### src/rtl/mem_ctrl_pkg.sv
// Shared types and helpers for the memory port controller.
// Included by the top-level controller and by the store byte sequencer.
package mem_ctrl_pkg;

  typedef enum logic [1:0] {
    IDLE,
    RD,
    WR
  } state_e;

  typedef enum logic {
    REQ_IF,
    REQ_D
  } req_e;

  localparam logic [1:0] SZ_B = 2'd0;
  localparam logic [1:0] SZ_H = 2'd1;
  localparam logic [1:0] SZ_W = 2'd2;

  // Sizes 2 and 3 both mean a full word.
  function automatic logic [2:0] bytes_of(input logic [1:0] size);
    logic [2:0] n;
    case (size)
      SZ_B:    n = 3'd1;
      SZ_H:    n = 3'd2;
      default: n = 3'd4;
    endcase
    return n;
  endfunction

endpackage

### src/rtl/mem_store_seq.sv
// Byte sequencer for stores: walks the latched store address upward and emits
// the store data most-significant byte first, flagging the final byte.
module mem_store_seq
  import mem_ctrl_pkg::*;
#(
  parameter int unsigned ADDR_W = 11
) (
  input  logic              clk,
  input  logic              rst,
  input  logic              active,
  input  logic [ADDR_W-1:0] addr,
  input  logic [1:0]        size,
  input  logic [31:0]       wdata,
  output logic [ADDR_W-1:0] mem_addr,
  output logic [7:0]        mem_wdata,
  output logic              last_byte
);

  logic [1:0] cnt_q, cnt_d;
  logic [2:0] nbytes;
  logic [1:0] last_idx;
  logic [1:0] byte_sel;

  always_comb begin
    nbytes    = bytes_of(size);
    last_idx  = 2'(nbytes - 3'd1);
    byte_sel  = last_idx - cnt_q;
    last_byte = active && (cnt_q == last_idx);
    // Address arithmetic wraps naturally at the top of memory.
    mem_addr  = addr + ADDR_W'(cnt_q);
    mem_wdata = wdata[{byte_sel, 3'b000} +: 8];
    cnt_d     = cnt_q;
    if (!active || last_byte) begin
      cnt_d = 2'd0;
    end else begin
      cnt_d = cnt_q + 2'd1;
    end
  end

  always_ff @(posedge clk) begin
    if (rst) begin
      cnt_q <= 2'd0;
    end else begin
      cnt_q <= cnt_d;
    end
  end

endmodule

### src/rtl/mem_port_ctrl.sv
// Arbiter and sequencer sharing one byte-addressed memory port between the
// instruction-fetch and load/store requesters, with bounded fetch starvation.
module mem_port_ctrl
  import mem_ctrl_pkg::*;
#(
  parameter int unsigned ADDR_W     = 11,
  parameter int unsigned STARVE_MAX = 3
) (
  input  logic              clk,
  input  logic              rst,
  input  logic              if_req,
  input  logic [ADDR_W-1:0] if_addr,
  output logic              if_gnt,
  output logic              if_rvalid,
  output logic [31:0]       if_rdata,
  input  logic              d_req,
  input  logic              d_we,
  input  logic [1:0]        d_size,
  input  logic [ADDR_W-1:0] d_addr,
  input  logic [31:0]       d_wdata,
  output logic              d_gnt,
  output logic              d_rvalid,
  output logic [31:0]       d_rdata,
  output logic [ADDR_W-1:0] mem_addr,
  output logic              mem_we,
  output logic [7:0]        mem_wdata,
  input  logic [31:0]       mem_rdata
);

  localparam int unsigned StarveW = (STARVE_MAX < 1) ? 1 : $clog2(STARVE_MAX + 1);

  state_e              state_q, state_d;
  logic [StarveW-1:0]  starve_q, starve_d;
  logic [ADDR_W-1:0]   addr_q, addr_d;
  logic [1:0]          size_q, size_d;
  logic [31:0]         wdata_q, wdata_d;
  req_e                req_q, req_d;
  logic                if_rvalid_q, if_rvalid_d;
  logic                d_rvalid_q, d_rvalid_d;
  logic [31:0]         if_rdata_q, if_rdata_d;
  logic [31:0]         d_rdata_q, d_rdata_d;

  logic                fetch_wins;
  logic                seq_active;
  logic [ADDR_W-1:0]   seq_addr;
  logic [7:0]          seq_wdata;
  logic                seq_last;

  mem_store_seq #(
    .ADDR_W(ADDR_W)
  ) u_store_seq (
    .clk      (clk),
    .rst      (rst),
    .active   (seq_active),
    .addr     (addr_q),
    .size     (size_q),
    .wdata    (wdata_q),
    .mem_addr (seq_addr),
    .mem_wdata(seq_wdata),
    .last_byte(seq_last)
  );

  always_comb begin
    state_d     = state_q;
    starve_d    = starve_q;
    addr_d      = addr_q;
    size_d      = size_q;
    wdata_d     = wdata_q;
    req_d       = req_q;
    if_rvalid_d = 1'b0;
    d_rvalid_d  = 1'b0;
    if_rdata_d  = if_rdata_q;
    d_rdata_d   = d_rdata_q;
    if_gnt      = 1'b0;
    d_gnt       = 1'b0;
    mem_addr    = '0;
    mem_we      = 1'b0;
    mem_wdata   = 8'h00;
    seq_active  = 1'b0;

    // Data has priority unless fetch has already waited STARVE_MAX data grants.
    fetch_wins = if_req && (!d_req || (starve_q == StarveW'(STARVE_MAX)));

    unique case (state_q)
      IDLE: begin
        if (!rst) begin
          if (fetch_wins) begin
            if_gnt  = 1'b1;
            addr_d  = if_addr;
            size_d  = SZ_W;
            wdata_d = 32'h0;
            req_d   = REQ_IF;
            state_d = RD;
          end else if (d_req) begin
            d_gnt   = 1'b1;
            addr_d  = d_addr;
            size_d  = d_size;
            wdata_d = d_wdata;
            req_d   = REQ_D;
            state_d = d_we ? WR : RD;
          end
        end
      end
      RD: begin
        mem_addr = addr_q;
        if (req_q == REQ_IF) begin
          if_rdata_d  = mem_rdata;
          if_rvalid_d = 1'b1;
        end else begin
          d_rdata_d  = mem_rdata;
          d_rvalid_d = 1'b1;
        end
        state_d = IDLE;
      end
      WR: begin
        seq_active = 1'b1;
        mem_addr   = seq_addr;
        mem_wdata  = seq_wdata;
        // A reset in this cycle aborts the store before this byte lands.
        mem_we     = !rst;
        if (seq_last) begin
          d_rvalid_d = 1'b1;
          state_d    = IDLE;
        end
      end
      default: state_d = IDLE;
    endcase

    if (!if_req || if_gnt) begin
      starve_d = '0;
    end else if (d_gnt) begin
      starve_d = starve_q + StarveW'(1);
    end
  end

  always_ff @(posedge clk) begin
    if (rst) begin
      state_q     <= IDLE;
      starve_q    <= '0;
      addr_q      <= '0;
      size_q      <= SZ_B;
      wdata_q     <= 32'h0;
      req_q       <= REQ_IF;
      if_rvalid_q <= 1'b0;
      d_rvalid_q  <= 1'b0;
      if_rdata_q  <= 32'h0;
      d_rdata_q   <= 32'h0;
    end else begin
      state_q     <= state_d;
      starve_q    <= starve_d;
      addr_q      <= addr_d;
      size_q      <= size_d;
      wdata_q     <= wdata_d;
      req_q       <= req_d;
      if_rvalid_q <= if_rvalid_d;
      d_rvalid_q  <= d_rvalid_d;
      if_rdata_q  <= if_rdata_d;
      d_rdata_q   <= d_rdata_d;
    end
  end

  assign if_rvalid = if_rvalid_q;
  assign d_rvalid  = d_rvalid_q;
  assign if_rdata  = if_rdata_q;
  assign d_rdata   = d_rdata_q;

endmodule
### config.mk
export PLATFORM = sky130hd
export DESIGN_NAME = mem_port_ctrl
export DESIGN_NICKNAME = d
export VERILOG_FILES = /design/src/rtl/mem_ctrl_pkg.sv /design/src/rtl/mem_store_seq.sv /design/src/rtl/mem_port_ctrl.sv
export SDC_FILE = /design/constraint.sdc
export NUM_CORES = 1
export LEC_CHECK = 0
export CAP_MARGIN = 25
export CORE_MARGIN = 2
export CORE_UTILIZATION = 35
export DETAILED_ROUTE_END_ITERATION = 6
export PLACE_DENSITY = 0.65
export SYNTH_ARGS = -nofsm -noshare
export SYNTH_HDL_FRONTEND = slang
export SYNTH_SLANG_ARGS = --single-unit
### constraint.sdc
create_clock -name clk -period 3.4 [get_ports clk]
set_input_delay 0.68 -clock clk [delete_from_list [all_inputs] [get_ports clk]]
set_output_delay 0.68 -clock clk [all_outputs]
set_load 0.05 [all_outputs]
==> results of run 1 <==
worst max path at each step:
stage	from	to	slack, ps	cells after the start
after floorplan	u_store_seq.cnt_q[0]$_SDFF_PP0_	mem_addr[8]	3	7
after detailed placement	state_q[0]$_SDFFE_PP0P_	mem_addr[9]	390	7
after global routing	u_store_seq.cnt_q[1]$_SDFF_PP0_	mem_addr[7]	10	6
final	u_store_seq.cnt_q[1]$_SDFF_PP0_	mem_addr[7]	100	6
after CTS	u_store_seq.cnt_q[0]$_SDFF_PP0_	mem_addr[10]	30	8
after global placement	u_store_seq.cnt_q[0]$_SDFF_PP0_	mem_addr[1]	430	6
state kept, by name (all words and copies together), names as in the netlist:
register           count
d_rdata               32
if_rdata              32
wdata_q               32
addr_q                11
size_q                 2
starve_q               2
state_q                2
u_store_seq.cnt_q      2
d_rvalid               1
if_rvalid              1
req_q                  1
where the power goes:
part	switching [mW]	total (mW)	internal [mW]
clock network	0.591	1.67	1.08
logic	0.408	0.708	0.300
registers	0.0647	1.53	1.47
Yosys cell counts (3+ instances only):
| cell | instances | area (µm²) |
|---|---|---|
| a311oi_1 | 11 | 96.3 |
| o22ai_1 | 9 | 56.3 |
| a21oi_1 | 70 | 350 |
| a31oi_1 | 5 | 31.3 |
| inv_1 | 9 | 33.8 |
| nand3b_1 | 3 | 22.5 |
| buf_2 | 8 | 40.0 |
| and2_1 | 4 | 25.0 |
| nand3_1 | 16 | 80.1 |
| mux2i_1 | 17 | 170 |
| ha_1 | 7 | 87.6 |
| nor3b_1 | 3 | 22.5 |
| a21boi_0 | 3 | 22.5 |
| nand2b_1 | 4 | 25.0 |
| buf_1 | 7 | 26.3 |
| clkbuf_1 | 32 | 120 |
| nor2b_1 | 4 | 25.0 |
| a22oi_1 | 35 | 263 |
| nor2_1 | 53 | 199 |
| dfxtp_1 | 118 | 2360 |
| nand2_1 | 150 | 563 |
| o21ai_0 | 7 | 35.0 |
worst max-delay path, delay by kind of cell, from the launching register on:
family / cells / cell delay, ps
AND/OR/NAND/NOR: 1 / 110
adder cells (fa/ha/maj): 1 / 300
flip-flops: 1 / 460
XOR/XNOR: 1 / 130
buffers and inverters: 1 / 830
AO/OA/AOI/OAI: 2 / 370
repair_timing:
action	CTS	global route
resized for setup	4	4
setup endpoints to repair	4	3
setup buffers	0	3
through the flow:
step / setup slack [ps] / instances / util [%] / instance area, µm²
finish: 98.8 / 967 / 54.2 / 7500
global route: 10.4 / 967 / 54.2 / 7500
CTS: 30.1 / 964 / 54.0 / 7460
detailed placement: 391 / 932 / 50.0 / 6910
global placement: 429 / 931 / 49.8 / 6880
floorplan: 3.13 / 605 / - / 4940
cell type report:
type | count | area (µm²)
sequential | 118 | 2360
tap | 180 | 225
clock inverter | 11 | 108
fill | 1250 | 6330
clock buffer | 21 | 450
inverter | 9 | 33.8
multi-input combinational | 430 | 2360
timing repair buffer | 198 | 1960
layer usage:
layer  GRT usage (%)  wire length, µm  vias to the layer above
met5               0                0                        -
met2            32.8             7230                      213
li1                -                -                     2409
met1            23.7             6250                     2340
met3            7.62             1320                       24
met4            6.18              284                        0
logic make-up (layout without fill, tap and decap cells):
| kind of cell | count (synthesis) | count (layout) |
|---|---|---|
| compound gates | 155 | 155 |
| xor+xnor | 4 | 4 |
| fa+ha+maj | 8 | 8 |
| buf+inv | 57 | 239 |
| flops | 118 | 118 |
| mux | 17 | 17 |
| simple gates | 246 | 246 |
==> impl_metrics.csv, run 1 <==
group,metric,value,unit
clock_network,clk_pin_slew,50,ps
worst_setup_path,cp.required,2720,ps
worst_hold_path,min_to,"d_rdata[0]$_SDFFE_PP0P_",
synth,synthesis.area,4940,µm²
worst_setup_path,cpPeakStageDelay,830,ps
clock_network,cts_tree,"yes",
route,dr.pass1.iters,5,
synth,synth-main-ff-cell,"dfxtp_1",
route,wirelength,15100,µm
clock_network,clk_path_buf_depth,2,
clock_network,cts-buffers-inserted,17,
clock_network,root_buffer,"clkbuf_16",
timing,rsz0062_at_grt,"no",
floorplan,die_w,123,µm
global_route,grt_max_degree,70,
floorplan,core_area,13800,µm²
timing,post-route-period-util,97.1,%
worst_setup_path,r2r_slack,1520,ps
worst_setup_path,r2r-start,"state_q[1]$_SDFFE_PP0P_",
layout,mostFrequentLayoutCell,"clkdlybuf4s50_1",
global_route,grt_pass1_vias,4769,
worst_hold_path,worstHoldPathCells,2,
timing,setup_viol,0,
synth,synth_simple_gate_area_share,20.8,%
synth,muxShareOfSynthArea,3.44,%
floorplan,start_util,35.8,%
route,wl_per_cell,15.6,µm
worst_setup_path,r2r-end,"if_rdata[2]$_SDFFE_PP0P_",
timing,slew_viol_final,0,
global_route,antenna_found_initial,0,
route,drc,0,
pwr,irDropWorstVdd,0.000384,V
floorplan,fp.dieH,123,µm
timing,min_period,3300,ps
clock_network,clkLatencyLatePin,410,ps
placed_design,port-buffer-count,180,
global_route,overflow,0,
synth,ys_types,45,
synth,synth_edf_count,0,
timing,max_clock_freq,303,MHz
synth,avgSynthCellArea,8.17,µm²
worst_hold_path,hp-class,"reg2reg",
synth,synth_seq_cells,118,
worst_setup_path,path_cells,"ha_1 > a21oi_1 > nor3_1 > xnor2_1 > o2bb2ai_1 > clkdlybuf4s50_1",
floorplan,rows,43,
synth,synthCells,605,
synth,yosysWarnings,0,
pwr,p_per_area,522,nW/µm²
worst_setup_path,start_kind,"register",
synth,synth_top_family_by_area,"simple AND/OR/NAND/NOR gates",
synth,synth_compound_area_share,19.6,%
worst_setup_path,cp.arrival,2620,ps
worst_hold_path,min_from,"d_rdata[0]$_SDFFE_PP0P_",
floorplan,die-area,15100,µm²
worst_setup_path,path_max_fanout,4,
run_status,outcome,"complete, no violations",
synth,ys_seq_area_share,47.8,%
synth,synth_xor_area_share,1.47,%
layout,most-common-layout-cells,"160 x clkdlybuf4s50_1, 150 x nand2_1, 117 x dfxtp_1",
synth,syn_nets,706,
layout,drive_gt1_share,8.77,%
global_route,track_usage,19.8,%
layout,area_delta_synth_final,51.6,%
floorplan,ios,181,
pwr,finalPower,3.91,mW
placed_design,gp_congestion,0.909,
timing,tightestPinTransition,751,ps
timing,finalHoldViolCount,0,
route,drtIter0Drc,318,
timing,fin_hold_ws,453,ps
worst_setup_path,slowest_stage,"clkdlybuf4s50_1",
worst_setup_path,critPathKind,"reg2out",
layout,final_nets,875,
global_route,grt_pass1_wl,23400,µm
pwr,leakagePower,2.86,nW
worst_setup_path,reg2reg_depth,6,
clock_network,cts.sinks,118,
synth,synthArstFlopShare,0,%
route,vias,4986,
layout,antenna_cells,0,
clock_network,htreeDepth,4,
timing,clock_skew,5.29,ps
route,final_antenna_net_count,0,
synth,synthAdderAreaFrac,2.18,%
placed_design,dp_hpwl,10900,µm
route,routed_via_density,5.16,
timing,setup_tns,0,ps
flow_run,drv_cap,0,
timing,relSlewSlack,49.9,%
clock_network,hold_buffers,0,
worst_setup_path,cp-end-kind,"output pin",
Note: power is estimated with default switching activity, not from simulation.
==> run 2: changes to the inputs <==
- PLACE_DENSITY: 0.65 -> 0.76
==> run 2 against run 1 <==
Against the previous run: the flow now finishes with violations (design-rule violations); die area is the same; design area is essentially flat; sequential share of layout area is essentially flat; cell count shrank 0.41%; global-route usage shrank 0.79 points; power grew 1.4%; first-iteration DRC count shrank 13%; fmax grew 2.0%; routed wire length shrank 5.0%.
==> impl_metrics.csv, run 2 (synthesis results as in run 1) <==
group,metric,value,unit
timing,slew_viol_final,0,
route,final_antenna_net_count,0,
worst_setup_path,critPathKind,"reg2out",
layout,area_delta_synth_final,51.6,%
pwr,irDropWorstVdd,0.000332,V
route,routed_via_density,5.08,
global_route,grt_pass1_wl,22200,µm
floorplan,ios,181,
run_status,violations,"design-rule violations",
layout,antenna_cells,0,
global_route,track_usage,19.0,%
timing,max_clock_freq,309,MHz
pwr,p_per_area,529,nW/µm²
flow_run,drv_cap,0,
global_route,grt_max_degree,69,
timing,setup_viol,0,
floorplan,rows,43,
placed_design,gp_congestion,0.830,
floorplan,die-area,15100,µm²
placed_design,port-buffer-count,180,
route,wl_per_cell,14.9,µm
route,dr.pass1.iters,7,
route,drc,1,
placed_design,dp_hpwl,9760,µm
global_route,overflow,0,
global_route,antenna_found_initial,0,
route,drtIter0Drc,277,
clock_network,root_buffer,"clkbuf_16",
timing,finalHoldViolCount,0,
layout,most-common-layout-cells,"159 x clkdlybuf4s50_1, 150 x nand2_1, 117 x dfxtp_1",
worst_setup_path,cp-end-kind,"output pin",
floorplan,fp.dieH,123,µm
placed_design,place_area,6910,µm²
floorplan,core_area,13800,µm²
clock_network,clkLatencyLatePin,420,ps
worst_setup_path,path_max_fanout,7,
route,wirelength,14300,µm
clock_network,clk_path_buf_depth,2,
route,vias,4893,
run_status,outcome,"complete, but fails checks",
worst_hold_path,hp-class,"reg2reg",
floorplan,die_w,123,µm
floorplan,start_util,35.8,%
timing,min_period,3240,ps
layout,mostFrequentLayoutCell,"clkdlybuf4s50_1",
clock_network,cts_tree,"yes",
worst_setup_path,start_kind,"register",
clock_network,cts-buffers-inserted,17,
layout,drive_gt1_share,8.56,%
timing,tightestPinTransition,742,ps
layout,final_cell_area,7500,µm²
pwr,leakagePower,2.86,nW
clock_network,htreeDepth,4,
layout,fillers,1270,
clock_network,cts.sinks,118,
clock_network,clk_pin_slew,50,ps
layout,final_nets,871,
timing,setup_tns,0,ps
timing,relSlewSlack,50.5,%
timing,post-route-period-util,95.2,%
global_route,grt_pass1_vias,4461,
timing,rsz0062_at_grt,"no",
worst_setup_path,cp.required,2720,ps
worst_setup_path,cp.arrival,2560,ps
timing,clock_skew,6.85,ps
## run 2: changes by cell type in the layout (fill, tap and decap cells not counted), moves of 3 or more
cell and change:
buf_4 -5, clkinvlp_4 +5, clkbuf_1 -3, clkinv_2 -5
## run 2: final timing paths
kind | slack, ps | end | start | depth (start not counted)
worst max-delay path | 160 | mem_addr[10] | u_store_seq.cnt_q[0]$_SDFF_PP0_ | 8
worst min-delay path | 450 | d_rdata[7]$_SDFFE_PP0P_ | d_rdata[7]$_SDFFE_PP0P_ | 2
worst max register to register | 1420 | d_rdata[28]$_SDFFE_PP0P_ | state_q[1]$_SDFFE_PP0P_ | 6
worst min register to register | 450 | d_rdata[7]$_SDFFE_PP0P_ | d_rdata[7]$_SDFFE_PP0P_ | 2
## run 2: report_power, final
| group | switching (mW) | total (mW) | internal, mW |
|---|---|---|---|
| Sequential | 0.0619 | 1.53 | 1.47 |
| Clock | 0.662 | 1.74 | 1.08 |
| Combinational | 0.405 | 0.701 | 0.296 |
| Total | 1.13 | 3.97 | 2.84 |
## run 2: cell type report
class | count | area (µm²) | area share [%]
sequential | 118 | 2360 | 31.5
inverter | 9 | 33.8 | 0.451
clock buffer | 17 | 425 | 5.67
clock inverter | 15 | 155 | 2.07
multi-input combinational | 430 | 2350 | 31.4
tap | 180 | 225 | 3.00
timing repair buffer | 194 | 1940 | 25.9
## run 2: routing by layer
metal  vias to the layer above  part of all wire [%]  GRT usage, %  wire [µm]
met2                       186                    47          30.2       6770
met3                        16                   8.3          6.60       1190
li1                       2411                     -             -          -
met1                      2280                    43          23.7       6180
met5                         -                     0             0          0
met4                         0                   1.3          7.18        193
## run 2: worst max-delay path, cell delays in order (launching register included)
cell	delay, ps
dfxtp_2	370
ha_1	200
inv_1	60
fa_1	400
and3b_2	320
nand4_1	120
or3_1	360
o21ai_1	140
buf_12	170
## run 2: stage by stage
stage	setup WS, ps	total power, mW	hold slack (ps)	std cells	utilization, %
CTS	5.89	4.00	453	963	54.1
detailed placement	400	2.26	446	931	50.0
global placement	427	2.25	441	931	50.0
global route	19.5	4.13	469	963	54.2
finish	164	3.97	450	963	54.2
floorplan	3.13	1.98	465	605	-
## run 2: repair_timing
action                     CTS  global route
resized for setup            2             6
setup buffers                0             0
setup endpoints to repair    2             6
hold buffers                 0             0
pin swaps                    0             0
==> run 3: changes to the inputs <==
- SLEW_MARGIN: default -> 20
==> results of run 3 <==
Final layout, timing and power as in run 2 (identical DEF).
